**src/rtl/max_pooling_unit.sv**
```systemverilog
// Streaming KxK max-pool over a ROW_SIZE x ROW_SIZE map held in a sync-read BRAM.
// Define MAX_POOL_SIGNED_EN for a two's-complement compare (default: unsigned).
module max_pooling_unit #(
  parameter int ADDR_WIDTH = 6,
  parameter int DATA_WIDTH = 8,
  parameter int KERNEL_DIM = 2,
  parameter int ROW_SIZE   = 6
) (
  input  logic                  clk,
  input  logic                  rst,
  output logic [ADDR_WIDTH-1:0] rd_addr,
  input  logic [DATA_WIDTH-1:0] rd_data,
  output logic [ADDR_WIDTH-1:0] wr_addr,
  output logic [DATA_WIDTH-1:0] wr_data,
  output logic                  wr_en
);

  localparam int K   = KERNEL_DIM;
  localparam int OUT = ROW_SIZE / KERNEL_DIM;
  localparam int KCW = $clog2(K*K + 1);
  localparam int OIW = $clog2(OUT*OUT + 1);
  localparam logic [KCW-1:0] KK = KCW'(K*K);
  localparam logic [OIW-1:0] OLAST = OIW'(OUT*OUT - 1);

  typedef enum logic [1:0] {
    READ  = 2'd0,
    WRITE = 2'd1,
    DONE  = 2'd2
  } state_t;

  state_t state, state_nx;

  logic [ADDR_WIDTH-1:0] base_addr;
  logic [ADDR_WIDTH-1:0] col;
  logic [KCW-1:0]        kern_count;
  logic [OIW-1:0]        out_idx;
  logic [DATA_WIDTH-1:0] max_val;
  logic [31:0]           offset;
  logic                  gt;
  logic                  wrap;

  always_ff @(posedge clk or posedge rst) begin
    if (rst) state <= READ;
    else     state <= state_nx;
  end

  always_comb begin
    state_nx = state;
    unique case (state)
      READ:  if (kern_count == KK) state_nx = WRITE;
      WRITE: state_nx = (out_idx == OLAST) ? DONE : READ;
      DONE:  state_nx = DONE;
      default: state_nx = READ;
    endcase
  end

  always_comb begin
    offset = (32'(kern_count) / K) * ROW_SIZE + 32'(kern_count) % K;
    rd_addr = base_addr;
    if (state == DONE)
      rd_addr = '0;
    else if (kern_count < KK)
      rd_addr = ADDR_WIDTH'(32'(base_addr) + offset);
  end

`ifdef MAX_POOL_SIGNED_EN
  assign gt = $signed(rd_data) > $signed(max_val);
`else
  assign gt = rd_data > max_val;
`endif

  // Next window would run past the last full column: wrap to next band.
  assign wrap = (32'(col) + 2*K) > ROW_SIZE;

  always_ff @(posedge clk or posedge rst) begin
    if (rst) begin
      base_addr  <= '0;
      col        <= '0;
      kern_count <= '0;
      out_idx    <= '0;
      max_val    <= '0;
      wr_en      <= 1'b0;
      wr_addr    <= '0;
      wr_data    <= '0;
    end else begin
      unique case (state)
        READ: begin
          wr_en <= 1'b0;
          if (kern_count != KK)
            kern_count <= kern_count + 1'b1;
          if (kern_count == KCW'(1))
            max_val <= rd_data;
          else if (kern_count > KCW'(1) && gt)
            max_val <= rd_data;
        end
        WRITE: begin
          wr_en      <= 1'b1;
          wr_addr    <= ADDR_WIDTH'(out_idx);
          wr_data    <= max_val;
          kern_count <= '0;
          out_idx    <= out_idx + 1'b1;
          if (wrap) begin
            col       <= '0;
            base_addr <= ADDR_WIDTH'(32'(base_addr) - 32'(col)
                         + K*ROW_SIZE);
          end else begin
            col       <= col + ADDR_WIDTH'(K);
            base_addr <= base_addr + ADDR_WIDTH'(K);
          end
        end
        default: wr_en <= 1'b0;
      endcase
    end
  end

endmodule

```
**config.mk**
```make
export PLATFORM = sky130hd
export DESIGN_NAME = max_pooling_unit
export DESIGN_NICKNAME = d
export VERILOG_FILES = /design/src/rtl/max_pooling_unit.sv
export SDC_FILE = /design/constraint.sdc
export NUM_CORES = 1
export LEC_CHECK = 0
export ABC_AREA = 1
export CAP_MARGIN = 15
export CORE_ASPECT_RATIO = 0.9
export CORE_MARGIN = 2
export CORE_UTILIZATION = 55
export DETAILED_ROUTE_END_ITERATION = 16
export GPL_TIMING_DRIVEN = 1
export PLACE_DENSITY = 0.79
export SLEW_MARGIN = 20
export SYNTH_ARGS = -nofsm -noshare
export SYNTH_HDL_FRONTEND = slang
export SYNTH_SLANG_ARGS = --single-unit
```
**constraint.sdc**
```tcl
create_clock -name clk -period 3 [get_ports clk]
set_input_delay 0.3 -clock clk [delete_from_list [all_inputs] [get_ports clk]]
set_output_delay 0.3 -clock clk [all_outputs]
set_load 0.005 [all_outputs]
```
==> results of run 1 <==
[path summary, 6_finish.rpt]
path,endpoint,cells past startpoint
max reg2reg,base_addr[5],11
min in group asynchronous,wr_addr[2],3
min reg2reg,base_addr[0],0
max in group asynchronous,kern_count[1],3
max,rd_addr[3],8
min,base_addr[0],0
[area by class of cell]
type                       count  area [sq um]  share of cell area, %
clock buffer                   5          68.8                   2.22
clock inverter                 3          25.0                  0.807
inverter                      47           176                   5.69
multi-input combinational    221          1420                   45.7
sequential                    41          1030                   33.2
tap                           65          81.3                   2.62
timing repair buffer          31           303                   9.77
[power by group]
part | internal (mW) | switching [mW]
Clock | 0.168 | 0.214
Combinational | 0.361 | 0.352
Sequential | 0.657 | 0.0927
[layout by cell type (no fill, tap or decap), drive strengths merged]
master          n
nand2          80
inv            47
dfrtp          41
ha             34
clkdlybuf4s50  28
nor2           22
o21ai          18
nand3          16
a21oi          16
xor2           11
xnor2           5
clkbuf          5
conb            3
buf             3
o21bai          2
nand4           2
o211ai          2
fa              2
nor3            2
clkinv          2
a21o            1
o22ai           1
mux2i           1
a22o            1
or2             1
a211oi          1
clkinvlp        1
[flip-flops by register name, summed over array words and instances, names as in the netlist]
name and cells:
wr_data 8, state 2, out_idx 4, kern_count 3, wr_addr 4, base_addr 6, col 5, wr_en 1
max_val 8
[routing by layer]
metal,wire length [um],up-vias
met3,179,5
met2,2420,49
met1,2680,952
li1,-,1058
met4,57,0
met5,0,-
[stage by stage]
stage,hold WS (ns),setup WS [ns],cell area [sq um],utilization [%]
6_report,0.423,0.156,3100,65.3
5_1_grt,0.435,0.0127,3100,65.3
4_1_cts,0.424,0.0721,3100,65.3
3_5_place_dp,0.404,0.402,3000,63.3
3_3_place_gp,0.406,0.523,3000,63.3
2_1_floorplan,0.442,0.936,2670,-
[timing repair]
item / 4_1_cts / 5_1_grt
setup endpoints to repair: 0 / 2
resized for setup: 0 / 3
hold buffers: 0 / 0
[cell families after synthesis]
group	count (synthesis)	synth area share [%]
AO/OA/AOI/OAI	42	9.15
other	2	0.282
flip-flops	41	38.5
AND/OR/NAND/NOR	123	20.5
XOR/XNOR	16	5.25
buffers and inverters	55	8.54
multiplexers	1	0.375
adder cells (fa/ha/maj)	36	17.4
==> summary.md, run 1 <==
| Metric | Value |
|---|---|
| Status | finished clean |
| Layout cells sized above 1 | 10.3% |
| Slew Viols, Final | 0 |
| Cell variety after synth | 36 |
| Met1 Use GR | 31.6% |
| Number of core rows | 24 |
| P&R area growth vs syn | 16.2% |
| Die X | 77.4 um |
| Final setup vio count | 0 |
| Rel. slew slack | 65.7% |
| HP Start | base_addr[0] |
| Count leader, synth | nand2_1 |
| Fin crit period | 2.84 ns |
| Pwr Density | 595 mW/mm^2 |
| Reg2reg setup slack | 0.86 ns |
| CP cell instances | inv_2 > ha_1 > ha_1 > a21oi_1 > nand2_1 > xnor2_1 > a21oi_1 > clkdlybuf4s50_1 |
| Clock Skew | 0.00930 ns |
| Max_cap viols | 0 |
| DRC | 0 |
| Worst Path Buf+Inv | 2 |
| Via Count | 2064 |
| Top cells by area, synth | dfrtp_1, ha_1, nand2_1, inv_1, xor2_1 |
| RSZ-0062 raised after global routing | false |
| Number of global-route vias before repair | 1953 |
| Total Neg Setup Slack | 0 ns |
| Antenna violations before repair | 0 |
| Per-cell routed wire length | 12.9 um |
| Cts bufs inserted | 5 |
| GRT overflow | 0 |
| Skew-Pair Late Insertion Delay | 0.30 ns |
| Total GRT Usage | 22.0% |
| Grt met2 use | 34.5% |
| Gp weighted congestion | 0.891 |
| Slowest stage cell, crit path | clkdlybuf4s50_1 |
| Post-synth top cells | nand2_1, dfrtp_1, inv_1 |
| Tightest Pin Transition | 0.514 ns |
| Syn Inst Count | 316 |
| Number of flops mapped to enable cells by yosys | 0 |
| Final wirelength | 5350 um |
| Reg2reg start | col[1] |
| DRT Pass-1 Iters | 4 |
| Clock transition at the registers of the reported paths | 0.08 ns |
| DR iter-0 viols | 112 |
| CTS tree | done |
| Post-Syn Area | 0.00267 sq mm |
| Placed Cells | 405 |
| Inserted Diodes | 0 |
| Req. time, crit path | 2.70 ns |
| Synth area leader | dfrtp_1 |
| Core area | 0.00474 sq mm |
| Syn avg cell area | 8.44 sq um |
| Async set-or-reset flop fraction in the synthesized netlist | 100% |
| Most crowded layer after global routing | met2 |
| Leak Pwr | 1.57 nW |
| H-tree depth | 2 |
| I/O Buffers | 28 |
| Family with the most delay on the worst path | buffers and inverters |
| Post-route insts no fill | 413 |
| # clock sinks | 41 |
| Routed Antenna Nets | 0 |
| Synth Register Bits | 41 |
| Maximum clock rate | 0.352 GHz |
| Main synth FF type | dfrtp_1 |
| Top cell type's share of synthesized area | 38.5% |
| Setup CP Type | reg2out |
| Crit Path Max Fanout | 6 |
| Critical Path Start | kern_count[1] |
| Critical Path Start Type | flip-flop |
| Met3 Track Usage GR | 4.78% |
| Initial Util | 56.2% |
| Critical path capture point type | output pin |
| Pwr Total | 1.85 mW |
| DR vias/cell | 5.00 |
| Post-CTS setup buffers | 0 |
| Clk root buf | clkbuf_8 |
| VDD IR-drop max | 0.000459 V |
| Final worst path period share | 94.8% |
| Final nets | 393 |
| Largest net degree at the start of global routing | 42 |
| Seq/Total Area, Yosys | 38.5% |
| CP max stage delay | 0.52 ns |
| Syn. warnings | 0 |
| DP HPWL | 3890 um |
| Filler cell count | 412 |
| Die area | 0.00542 sq mm |
| Die height | 70.1 um |
| # IOs | 31 |
| WP data arrival | 2.54 ns |
| Worst-case clock buffer depth | 2 |
| Hold Crit Class | reg2reg |
| First-pass GRT wire length | 9450 um |
| Final Hold Vio Count | 0 |
No activity file was read; power rests on OpenSTA's default activity.
==> inputs of run 2 (changes only) <==
GPL_ROUTABILITY_DRIVEN = 0   (was not set)
==> results of run 2 <==
No change in the layout: final DEF, timing and power equal those of run 1.
